--- config.mk ---
export PLATFORM = sky130hd
export DESIGN_NAME = mips_alu_pc_unit_flat
export DESIGN_NICKNAME = d
export VERILOG_FILES = /design/src/rtl/mips_pkg.sv /design/src/rtl/mips_alu_pc_unit_if.sv /design/src/rtl/mips_alu_core.sv /design/src/rtl/mips_alu_pc_unit.sv /design/src/flat_wrapper.sv
export SDC_FILE = /design/constraint.sdc
export NUM_CORES = 1
export LEC_CHECK = 0
export CAP_MARGIN = 25
export CORE_MARGIN = 5
export CORE_UTILIZATION = 50
export DETAILED_ROUTE_END_ITERATION = 12
export PLACE_DENSITY = 0.89
export REMOVE_ABC_BUFFERS = 1
export SYNTH_ARGS = -nofsm -noshare
export SYNTH_HDL_FRONTEND = slang
export SYNTH_SLANG_ARGS = --single-unit
--- constraint.sdc ---
create_clock -name clk -period 8.1 [get_ports clk]
set_input_delay 1.62 -clock clk [delete_from_list [all_inputs] [get_ports clk]]
set_output_delay 1.62 -clock clk [all_outputs]
set_load 0.05 [all_outputs]
--- src/rtl/mips_pkg.sv ---
// Shared definitions for the single-cycle MIPS datapath: ALU operation
// encodings and the default reset vector.
package mips_pkg;

  localparam int ALUCONT_W = 4;

  localparam logic [ALUCONT_W-1:0] ALU_AND   = 4'b0000;
  localparam logic [ALUCONT_W-1:0] ALU_OR    = 4'b0001;
  localparam logic [ALUCONT_W-1:0] ALU_ADD   = 4'b0010;
  localparam logic [ALUCONT_W-1:0] ALU_SUB   = 4'b0110;
  localparam logic [ALUCONT_W-1:0] ALU_SLT   = 4'b0111;
  localparam logic [ALUCONT_W-1:0] ALU_SLTU  = 4'b1111;
  localparam logic [ALUCONT_W-1:0] ALU_PASSA = 4'b1000;

  localparam logic [31:0] RESET_PC_DEFAULT = 32'h0000_0000;

endpackage : mips_pkg

--- src/rtl/mips_alu_pc_unit_if.sv ---
// Datapath-facing bundle of the ALU/PC unit. The datapath is the master:
// it supplies the next PC and ALU operands and consumes pc, pcplus4,
// the ALU result and the zero flag.
interface mips_alu_pc_unit_if
  import mips_pkg::*;
#(
  parameter int WIDTH = 32
);

  logic [WIDTH-1:0]     pcnext;
  logic [WIDTH-1:0]     pc;
  logic [WIDTH-1:0]     pcplus4;
  logic [WIDTH-1:0]     a;
  logic [WIDTH-1:0]     b;
  logic [ALUCONT_W-1:0] alucont;
  logic [WIDTH-1:0]     result;
  logic                 zero;

  modport master (
    output pcnext, a, b, alucont,
    input  pc, pcplus4, result, zero
  );

  modport slave (
    input  pcnext, a, b, alucont,
    output pc, pcplus4, result, zero
  );

endinterface : mips_alu_pc_unit_if

--- src/rtl/mips_alu_core.sv ---
// Combinational 32-bit MIPS ALU with zero flag. SUB, SLT and SLTU share one
// a + ~b + 1 subtractor; SLT takes the overflow-corrected sign of the
// difference, SLTU takes the borrow out of it.
module mips_alu_core
  import mips_pkg::*;
#(
  parameter int WIDTH = 32
) (
  input  logic [WIDTH-1:0]     a,
  input  logic [WIDTH-1:0]     b,
  input  logic [ALUCONT_W-1:0] alucont,
  output logic [WIDTH-1:0]     result,
  output logic                 zero
);

  logic [WIDTH:0]   sub_ext;
  logic [WIDTH-1:0] diff;
  logic             borrow;
  logic             sub_ovf;
  logic             lt_signed;

  // Shared subtractor and the comparison flags derived from it.
  always_comb begin
    sub_ext   = {1'b0, a} + {1'b0, ~b} + (WIDTH+1)'(1);
    diff      = sub_ext[WIDTH-1:0];
    borrow    = ~sub_ext[WIDTH];
    // Overflow when operand signs differ and the difference's sign differs from a.
    sub_ovf   = (a[WIDTH-1] ^ b[WIDTH-1]) & (diff[WIDTH-1] ^ a[WIDTH-1]);
    lt_signed = diff[WIDTH-1] ^ sub_ovf;
  end

  // Operation select; unlisted codes yield zero so the zero flag reads 1.
  always_comb begin
    // NOTE: default assigned first so no path through the case leaves result unassigned (no latch).
    result = '0;
    case (alucont)
      ALU_AND:   result = a & b;
      ALU_OR:    result = a | b;
      ALU_ADD:   result = a + b;
      ALU_SUB:   result = diff;
      ALU_SLT:   result = {{(WIDTH-1){1'b0}}, lt_signed};
      ALU_SLTU:  result = {{(WIDTH-1){1'b0}}, borrow};
      ALU_PASSA: result = a;
      default:   result = '0;
    endcase
  end

  assign zero = ~|result;

endmodule : mips_alu_core

--- src/rtl/mips_alu_pc_unit.sv ---
// Arithmetic and program-counter leaf logic of the single-cycle MIPS
// datapath: PC register with synchronous reset, PC incrementer and the ALU.
module mips_alu_pc_unit
  import mips_pkg::*;
#(
  parameter int               WIDTH    = 32,
  parameter logic [WIDTH-1:0] RESET_PC = WIDTH'(RESET_PC_DEFAULT),
  parameter logic [WIDTH-1:0] PC_INCR  = WIDTH'(4)
) (
  input  logic                      clk,
  input  logic                      reset,
  mips_alu_pc_unit_if.slave         bus
);

  logic [WIDTH-1:0] pc_d;
  logic [WIDTH-1:0] pc_q;

  // Next PC: reset vector while reset is high, otherwise the datapath's pcnext.
  always_comb begin
    pc_d = bus.pcnext;
    if (reset) pc_d = RESET_PC;
  end

  // PC register; reset is folded into pc_d, so it only acts on a rising edge.
  always_ff @(posedge clk) begin
    // NOTE: non-blocking assignment so every flop samples pre-edge values.
    pc_q <= pc_d;
  end

  assign bus.pc      = pc_q;
  assign bus.pcplus4 = pc_q + PC_INCR;

  mips_alu_core #(
    .WIDTH (WIDTH)
  ) u_alu_core (
    .a       (bus.a),
    .b       (bus.b),
    .alucont (bus.alucont),
    .result  (bus.result),
    .zero    (bus.zero)
  );

endmodule : mips_alu_pc_unit

--- src/flat_wrapper.sv ---
// flat-port wrapper written by rule: the top's interface ports become plain ports
module mips_alu_pc_unit_flat import mips_pkg::*;
#(
  parameter int               WIDTH    = 32,
  parameter logic [WIDTH-1:0] RESET_PC = WIDTH'(RESET_PC_DEFAULT),
  parameter logic [WIDTH-1:0] PC_INCR  = WIDTH'(4)
)
  (clk, reset, bus_pcnext, bus_a, bus_b, bus_alucont, bus_pc, bus_pcplus4, bus_result, bus_zero);
  mips_alu_pc_unit_if #(.WIDTH(WIDTH)) bus_i ();
  input  logic clk;
  input  logic reset;
  input wire logic [$bits(bus_i.pcnext)-1:0] bus_pcnext;
  input wire logic [$bits(bus_i.a)-1:0] bus_a;
  input wire logic [$bits(bus_i.b)-1:0] bus_b;
  input wire logic [$bits(bus_i.alucont)-1:0] bus_alucont;
  output wire logic [$bits(bus_i.pc)-1:0] bus_pc;
  output wire logic [$bits(bus_i.pcplus4)-1:0] bus_pcplus4;
  output wire logic [$bits(bus_i.result)-1:0] bus_result;
  output wire logic [$bits(bus_i.zero)-1:0] bus_zero;
  assign bus_i.pcnext = bus_pcnext;
  assign bus_i.a = bus_a;
  assign bus_i.b = bus_b;
  assign bus_i.alucont = bus_alucont;
  assign bus_pc = bus_i.pc;
  assign bus_pcplus4 = bus_i.pcplus4;
  assign bus_result = bus_i.result;
  assign bus_zero = bus_i.zero;
  mips_alu_pc_unit #(.WIDTH(WIDTH), .RESET_PC(RESET_PC), .PC_INCR(PC_INCR)) u_core (.clk(clk), .reset(reset), .bus(bus_i));
endmodule
==> flow_results.xml, run 1 <==
<?xml version="1.0" encoding="UTF-8"?>
<metrics>
  <group name="outcome">
    <metric name="outcome" unit="">finished clean</metric>
  </group>
  <group name="clocking">
    <metric name="cts_root_buf" unit="">sky130_fd_sc_hd__clkbuf_16</metric>
    <metric name="tritoncts_clock_tree" unit="">built</metric>
    <metric name="post_cts_hold_buffer_count" unit="">0</metric>
    <metric name="clkTransAtPathRegs" unit="ps">50</metric>
    <metric name="cts_made_buffers" unit="">5</metric>
    <metric name="tritoncts_num_sinks" unit="">32</metric>
    <metric name="cts.path.max_buffers" unit="">2</metric>
    <metric name="clock_tree.htree_level_count" unit="">2</metric>
  </group>
  <group name="routing">
    <metric name="route.final.wire_length" unit="mm">26.5</metric>
    <metric name="routed_wire_per_std_cell" unit="microns">19.2</metric>
    <metric name="detail_route.first_pass.iterations" unit="">6</metric>
    <metric name="viasPerCell" unit="">6.27</metric>
    <metric name="drc" unit="">0</metric>
    <metric name="antenna_left" unit="">0</metric>
    <metric name="routed-via-count" unit="">8658</metric>
    <metric name="drt_first_iter_violations" unit="">1029</metric>
  </group>
  <group name="hold_path">
    <metric name="worst_hold_path_cells" unit="">2</metric>
    <metric name="hold_path_startpoint" unit="">bus_pcnext[7]</metric>
    <metric name="class_of_the_tightest_hold_or_removal_check" unit="">primary input to flip-flop</metric>
  </group>
  <group name="critical_path">
    <metric name="critical_path_arrival" unit="ps">6270</metric>
    <metric name="path_class" unit="">primary input to output pin</metric>
    <metric name="worstSetupEndpoint" unit="">bus_zero</metric>
    <metric name="worst-endpoint-required" unit="ps">6480</metric>
    <metric name="slowest_delay" unit="ps">510</metric>
    <metric name="critPathMaxFanout" unit="">5</metric>
    <metric name="start_kind" unit="">primary input</metric>
    <metric name="cp-startpoint" unit="">bus_a[0]</metric>
    <metric name="critical_path.endpoint_type" unit="">output pin</metric>
    <metric name="worstPathCellList" unit="">clkdlybuf4s50_1, inv_1, ha_1, fa_1, o21bai_1, o2111ai_1, a31oi_1, o211ai_1, a21boi_0, o22a_1, o2111ai_1, nand4b_1, nor4_1, nand4b_1, nor4_4, buf_12</metric>
    <metric name="cpMaxStageDelayCell" unit="">sky130_fd_sc_hd__clkdlybuf4s50_1</metric>
  </group>
  <group name="floorplan">
    <metric name="num_io_pins" unit="">199</metric>
    <metric name="area_of_the_placeable_core" unit="sq um">13800</metric>
    <metric name="die_w" unit="microns">128</metric>
    <metric name="initial_utilization" unit="%">50.8</metric>
    <metric name="fp.dieArea" unit="sq um">16500</metric>
    <metric name="core.rowCount" unit="">43</metric>
    <metric name="die_y" unit="microns">128</metric>
  </group>
  <group name="sta">
    <metric name="finalHoldViolCount" unit="">0</metric>
    <metric name="finalCriticalPeriod" unit="ps">7890</metric>
    <metric name="final.setup.worst_slack" unit="ps">207</metric>
    <metric name="timing.final.crit_share" unit="%">97.4</metric>
    <metric name="setup_viol" unit="">0</metric>
    <metric name="fin_worst_hold_slack" unit="ps">1890</metric>
    <metric name="max_slew_margin" unit="%">37.3</metric>
    <metric name="tightest_slew" unit="ps">931</metric>
    <metric name="report.final.slew_viol_count" unit="">0</metric>
    <metric name="fmax" unit="GHz">0.127</metric>
    <metric name="setup_tns" unit="ps">0</metric>
  </group>
  <group name="global_routing">
    <metric name="gr-total-overflow" unit="">0</metric>
    <metric name="grt_first_pass_wirelength" unit="mm">40.7</metric>
    <metric name="groute.layer.met1.usage" unit="%">34.8</metric>
    <metric name="grt-busiest-layer" unit="">met2</metric>
    <metric name="grt_util_met2" unit="%">53.0</metric>
    <metric name="grt_util_met3" unit="%">7.08</metric>
    <metric name="initial_antenna_violation_count" unit="">1</metric>
    <metric name="first_global_vias" unit="">8241</metric>
    <metric name="grt_max_degree" unit="">33</metric>
    <metric name="global_route.usage.total" unit="%">30.3</metric>
  </group>
  <group name="placement">
    <metric name="preCtsSetupSlack" unit="ps">37.2</metric>
    <metric name="placement.io_buffers" unit="">198</metric>
    <metric name="hpwl" unit="mm">21.1</metric>
    <metric name="place_area" unit="sq um">9240</metric>
    <metric name="gp_congestion" unit="">1.02</metric>
  </group>
  <group name="cells_and_area">
    <metric name="final.fill_count" unit="">1199</metric>
    <metric name="finalNetCount" unit="">1406</metric>
    <metric name="syn2layout_area_growth" unit="%">36.7</metric>
    <metric name="largest_register_ffs" unit="">32</metric>
    <metric name="drive_gt1_share" unit="%">6.33</metric>
    <metric name="final_design_area_no_fill" unit="sq um">9560</metric>
    <metric name="multi_input_area" unit="sq um">5820</metric>
    <metric name="seqCellArea" unit="sq um">641</metric>
    <metric name="post_layout_util" unit="%">69.4</metric>
  </group>
  <group name="logic_synthesis">
    <metric name="synth_warnings" unit="">0</metric>
    <metric name="number_of_flops_mapped_to_enable_cells_by_yosys" unit="">0</metric>
    <metric name="post_synth_inst_count" unit="">1008</metric>
    <metric name="synth_top_cell_area_share" unit="%">18.3</metric>
    <metric name="synth.ff_latch_count" unit="">32</metric>
    <metric name="leading_post_synthesis_cells_by_cell_area" unit="">sky130_fd_sc_hd__ha_1 18%, sky130_fd_sc_hd__dfxtp_1 9.2%, sky130_fd_sc_hd__inv_1 5.9%, sky130_fd_sc_hd__a21oi_1 5.4%, sky130_fd_sc_hd__nor2_1 5.0%</metric>
    <metric name="syn_area" unit="sq um">6990</metric>
    <metric name="synth.largest_area_cell" unit="">sky130_fd_sc_hd__ha_1</metric>
    <metric name="synth_sequential_area_ratio" unit="%">9.16</metric>
    <metric name="synth-main-ff-cell" unit="">sky130_fd_sc_hd__dfxtp_1</metric>
    <metric name="netlist-cell-type-count" unit="">74</metric>
    <metric name="synthesis.area_per_instance" unit="sq um">6.94</metric>
    <metric name="synth_async_sr_flop_share" unit="%">0</metric>
  </group>
  <group name="power">
    <metric name="power.ir.vdd_worst" unit="V">0.000173</metric>
    <metric name="powerDensity" unit="nW/um^2">109</metric>
    <metric name="leakage" unit="nW">4.23</metric>
  </group>
  <group name="run">
    <metric name="maxCapViolCount" unit="">0</metric>
  </group>
</metrics>
-- cell families (layout without fill, tap and decap cells) --
kind of cell / Yosys count / in the layout / share of synthesized area (%)
and+or+nand+nor: 342 / 342 / 24.8
AOI/OAI and AO/OA: 317 / 317 / 31.3
buffers and inverters: 161 / 353 / 9.04
adders and majority gates: 105 / 105 / 19.1
xor gates and xnor gates: 38 / 38 / 4.76
DFF: 32 / 32 / 9.16
muxes: 13 / 13 / 1.90
other: 0 / 1 / 0
-- Yosys cell counts (all sizes together) (7+ instances only) --
master and n:
a211o 7, a211oi 14, a21boi 8, a21o 14, a21oi 75, a221oi 28, a31oi 10, and2 7
and3 10, buf 11, clkbuf 41, dfxtp 32, ha 102, inv 109, mux2i 11, nand2 59
nand2b 13, nand3 35, nand4 10, nor2 93, nor2b 44, nor3 22, nor4 17, o211ai 20
o21a 9, o21ai 50, o21bai 9, o221ai 7, o22ai 8, o31ai 7, or3 12, xnor2 29
xor2 9
-- worst min path at each step --
stage / to / slack [ps]
6_report: u_core.bus.pc[7] / 1890
5_1_grt: u_core.bus.pc[17] / 1900
4_1_cts: u_core.bus.pc[1] / 1890
3_5_place_dp: u_core.bus.pc[31] / 2180
3_3_place_gp: u_core.bus.pc[22] / 2180
2_1_floorplan: u_core.bus.pc[0] / 1690
-- final cells by class --
class | count | share of cell area [%]
sequential | 32 | 6.70
antenna | 1 | 0.0262
timing repair buffer | 236 | 24.2
clock inverter | 1 | 0.0785
multi-input combinational | 815 | 60.8
inverter | 109 | 4.32
clock buffer | 7 | 1.49
tap | 180 | 2.36
-- metrics by stage --
step	instances	power (mW)
after global placement	1367	0.821
after CTS	1375	1.02
after global routing	1381	1.09
after floorplan	956	0.588
after detailed placement	1367	0.828
final	1381	1.04
-- repair_timing --
item | 4_1_cts | 5_1_grt
endpoints found under the setup margin | 0 | 1
gates resized for setup | 0 | 27
setup buffers | 0 | 4
-- report_power, final --
part / internal (mW) / total [mW] / switching, mW
clock: 0.122 / 0.188 / 0.0656
sequential: 0.166 / 0.177 / 0.0109
combinational: 0.257 / 0.676 / 0.418
total: 0.546 / 1.04 / 0.495
-- metal layers --
layer	vias to the layer above	part of all wire, %
li1	4027	-
met1	3978	37
met2	558	47
met3	95	11
met4	0	4.3
met5	-	0
-- critical path, delay by kind of cell --
kind	cells	cell delay, ps
buffers and inverters	3	760
AOI/OAI and AO/OA	7	1920
adders and majority gates	2	610
and+or+nand+nor	4	1330
-- cells in the final DEF, fill, tap and decap left out, drive strengths merged, types with 11 or more instances in the layout --
| cell type | count |
|---|---|
| a211oi | 14 |
| a21o | 14 |
| a21oi | 75 |
| a221oi | 28 |
| buf | 42 |
| clkdlybuf4s50 | 185 |
| dfxtp | 32 |
| ha | 102 |
| inv | 108 |
| mux2i | 11 |
| nand2 | 59 |
| nand2b | 13 |
| nand3 | 35 |
| nor2 | 93 |
| nor2b | 44 |
| nor3 | 22 |
| nor4 | 17 |
| o211ai | 20 |
| o21ai | 50 |
| or3 | 12 |
| xnor2 | 29 |
Power figures use the tool's default switching activity.
==> run 2: changes to the inputs <==
--- a/config.mk
+++ b/config.mk
@@ -8,8 +8,10 @@
 export CAP_MARGIN = 25
 export CORE_MARGIN = 5
 export CORE_UTILIZATION = 50
+export CTS_CLUSTER_SIZE = 20
 export DETAILED_ROUTE_END_ITERATION = 12
 export PLACE_DENSITY = 0.89
+export RECOVER_POWER = 100
 export REMOVE_ABC_BUFFERS = 1
 export SYNTH_ARGS = -nofsm -noshare
 export SYNTH_HDL_FRONTEND = slang
==> constraint.sdc (replaced) <==
create_clock -name clk -period 9 [get_ports clk]
set_input_delay 1.8 -clock clk [delete_from_list [all_inputs] [get_ports clk]]
set_output_delay 1.8 -clock clk [all_outputs]
set_load 0.05 [all_outputs]
==> run 2 against run 1 <==
Cell count is 1.4% lower. Highest routed layer unchanged. Die area stayed put. Via count is 1.2% lower. Cell area is 2.8% lower. Count of clock-buffer cells in the layout is 1 lower. Hold slack better by 180 ps. First-iteration DRC count is 1.7% lower. Total power is 11% lower. Critical endpoint is now bus_result[30]. Critical path depth is 2 lower. Clock power hardly changed. Sequential power is 9.6% lower.
==> flow_results.xml, run 2 (same netlist as run 1, synthesis figures left out) <==
<?xml version="1.0" encoding="UTF-8"?>
<metrics>
  <group name="sta">
    <metric name="fin_worst_hold_slack" unit="ps">2070</metric>
    <metric name="setup_viol" unit="">0</metric>
    <metric name="rsz0062_at_grt" unit="">false</metric>
    <metric name="report.final.slew_viol_count" unit="">0</metric>
    <metric name="tightest_slew" unit="ps">1280</metric>
    <metric name="setup_tns" unit="ps">0</metric>
    <metric name="fmax" unit="GHz">0.116</metric>
    <metric name="final.setup.worst_slack" unit="ps">356</metric>
    <metric name="finalCriticalPeriod" unit="ps">8640</metric>
    <metric name="timing.final.crit_share" unit="%">96.0</metric>
    <metric name="max_slew_margin" unit="%">14.6</metric>
    <metric name="finalHoldViolCount" unit="">0</metric>
  </group>
  <group name="critical_path">
    <metric name="worstPathCellList" unit="">clkdlybuf4s50_1, inv_1, ha_1, o211ai_1, o211ai_1, a21boi_1, a2111oi_0, nor2_1, o311ai_0, a311oi_1, a21oi_1, nand2_1, a21o_1, clkdlybuf4s50_1</metric>
    <metric name="path_class" unit="">primary input to output pin</metric>
    <metric name="worstPathBufferInverterCount" unit="">3</metric>
    <metric name="critical_path.endpoint_type" unit="">output pin</metric>
    <metric name="timing.critical_path.max_delay_family" unit="">compound AO/OA/AOI/OAI gates</metric>
    <metric name="crit_cells" unit="">14</metric>
    <metric name="critical_path_arrival" unit="ps">6840</metric>
    <metric name="worst-endpoint-required" unit="ps">7200</metric>
    <metric name="cpMaxStageDelayCell" unit="">sky130_fd_sc_hd__a2111oi_0</metric>
    <metric name="start_kind" unit="">primary input</metric>
    <metric name="slowest_delay" unit="ps">810</metric>
    <metric name="cp-startpoint" unit="">bus_a[5]</metric>
    <metric name="critPathMaxFanout" unit="">8</metric>
  </group>
  <group name="power">
    <metric name="leakage" unit="nW">4.22</metric>
    <metric name="powerDensity" unit="nW/um^2">99.8</metric>
    <metric name="total_power" unit="uW">928</metric>
    <metric name="power.ir.vdd_worst" unit="V">0.000159</metric>
  </group>
  <group name="floorplan">
    <metric name="die_w" unit="microns">128</metric>
    <metric name="area_of_the_placeable_core" unit="sq um">13800</metric>
    <metric name="fp.dieArea" unit="sq um">16500</metric>
    <metric name="initial_utilization" unit="%">50.8</metric>
    <metric name="num_io_pins" unit="">199</metric>
    <metric name="core.rowCount" unit="">43</metric>
    <metric name="die_y" unit="microns">128</metric>
  </group>
  <group name="clocking">
    <metric name="clock_tree.htree_level_count" unit="">2</metric>
    <metric name="cts_root_buf" unit="">sky130_fd_sc_hd__clkbuf_16</metric>
    <metric name="cts.path.max_buffers" unit="">2</metric>
    <metric name="post-cts-setup-buffers" unit="">0</metric>
    <metric name="clkTransAtPathRegs" unit="ps">50</metric>
    <metric name="tritoncts_num_sinks" unit="">32</metric>
    <metric name="post_cts.resized_instances" unit="">0</metric>
    <metric name="post_cts_hold_buffer_count" unit="">0</metric>
    <metric name="tritoncts_clock_tree" unit="">built</metric>
    <metric name="cts_made_buffers" unit="">5</metric>
  </group>
  <group name="cells_and_area">
    <metric name="final.fill_count" unit="">1229</metric>
    <metric name="most-common-layout-cells" unit="">109 x sky130_fd_sc_hd__inv_1, 104 x sky130_fd_sc_hd__clkdlybuf4s50_1, 102 x sky130_fd_sc_hd__ha_1</metric>
    <metric name="finalNetCount" unit="">1387</metric>
    <metric name="drive_gt1_share" unit="%">3.22</metric>
    <metric name="antennaDiodeCount" unit="">0</metric>
    <metric name="syn2layout_area_growth" unit="%">32.9</metric>
    <metric name="largest_register_ffs" unit="">32</metric>
    <metric name="final_cell_count_no_fill" unit="">1361</metric>
    <metric name="most_common_library_cell_in_the_layout_ignoring_fill_and_taps" unit="">sky130_fd_sc_hd__inv_1</metric>
  </group>
  <group name="routing">
    <metric name="antenna_left" unit="">0</metric>
    <metric name="routed-via-count" unit="">8556</metric>
    <metric name="detail_route.first_pass.iterations" unit="">6</metric>
    <metric name="drc" unit="">0</metric>
    <metric name="route.final.wire_length" unit="mm">26.4</metric>
    <metric name="drt_first_iter_violations" unit="">1011</metric>
    <metric name="viasPerCell" unit="">6.29</metric>
    <metric name="routed_wire_per_std_cell" unit="microns">19.4</metric>
  </group>
  <group name="global_routing">
    <metric name="grt_max_degree" unit="">33</metric>
    <metric name="gr-total-overflow" unit="">0</metric>
    <metric name="grt_first_pass_wirelength" unit="mm">40.7</metric>
    <metric name="initial_antenna_violation_count" unit="">0</metric>
    <metric name="global_route.usage.total" unit="%">30.2</metric>
    <metric name="first_global_vias" unit="">8202</metric>
  </group>
  <group name="outcome">
    <metric name="outcome" unit="">finished clean</metric>
  </group>
  <group name="placement">
    <metric name="preCtsSetupSlack" unit="ps">490</metric>
    <metric name="gp_congestion" unit="">0.986</metric>
    <metric name="placement.io_buffers" unit="">198</metric>
    <metric name="numPlacedInstances" unit="">1352</metric>
    <metric name="hpwl" unit="mm">20.9</metric>
  </group>
  <group name="hold_path">
    <metric name="worst_hold_path_cells" unit="">2</metric>
    <metric name="hold_path_startpoint" unit="">bus_pcnext[29]</metric>
    <metric name="class_of_the_tightest_hold_or_removal_check" unit="">primary input to flip-flop</metric>
  </group>
  <group name="run">
    <metric name="maxCapViolCount" unit="">0</metric>
  </group>
</metrics>
## run 2: changes by cell type in the layout (fill, tap and decap cells not counted), sizes merged
cell / before / now
dlymetal6s2s: 9 / 0
buf: 42 / 19
clkinv: 0 / 1
inv: 108 / 109
dlygate4sd3: 0 / 93
clkinvlp: 2 / 0
bufinv: 0 / 1
diode: 1 / 0
clkdlybuf4s50: 185 / 104
## run 2: through the flow
stage	instance area [sq um]	util (%)
after floorplan	6770	-
after global placement	9140	66.3
after detailed placement	9140	66.3
after CTS	9300	67.5
after global routing	9300	67.5
final	9300	67.5
## run 2: metal layers
metal	track usage, %	wire length (microns)
met5	0	0
met3	7.12	2990
met1	35.8	9830
met4	13.0	1080
met2	51.9	12500
## run 2: worst paths after layout
check                      endpoint  slack (ps)
setup / recovery     bus_result[30]         360
hold / removal    u_core.bus.pc[29]        2070
## run 2: final cells by class
class / count / area, sq um / area share, %
inverters: 109 / 409 / 4.40
multi-input cells: 815 / 5730 / 61.6
well taps: 180 / 225 / 2.42
clock buffers: 6 / 129 / 1.39
clock inverters: 2 / 35.0 / 0.377
repair buffers: 217 / 2130 / 22.9
flip-flops and latches: 32 / 641 / 6.89
## run 2: where the power goes
group / switching (mW) / leakage [nW] / internal (mW)
logic: 0.368 / 3.87 / 0.209
clock network: 0.0610 / 0.0808 / 0.130
registers: 0.00988 / 0.267 / 0.150
total: 0.439 / 4.22 / 0.489
==> run 3: changes to the inputs <==
--- a/config.mk
+++ b/config.mk
@@ -16,3 +16,4 @@
 export SYNTH_ARGS = -nofsm -noshare
 export SYNTH_HDL_FRONTEND = slang
 export SYNTH_SLANG_ARGS = --single-unit
+export TNS_END_PERCENT = 1
==> results of run 3 <==
Final layout, timing and power as in run 2 (identical DEF).
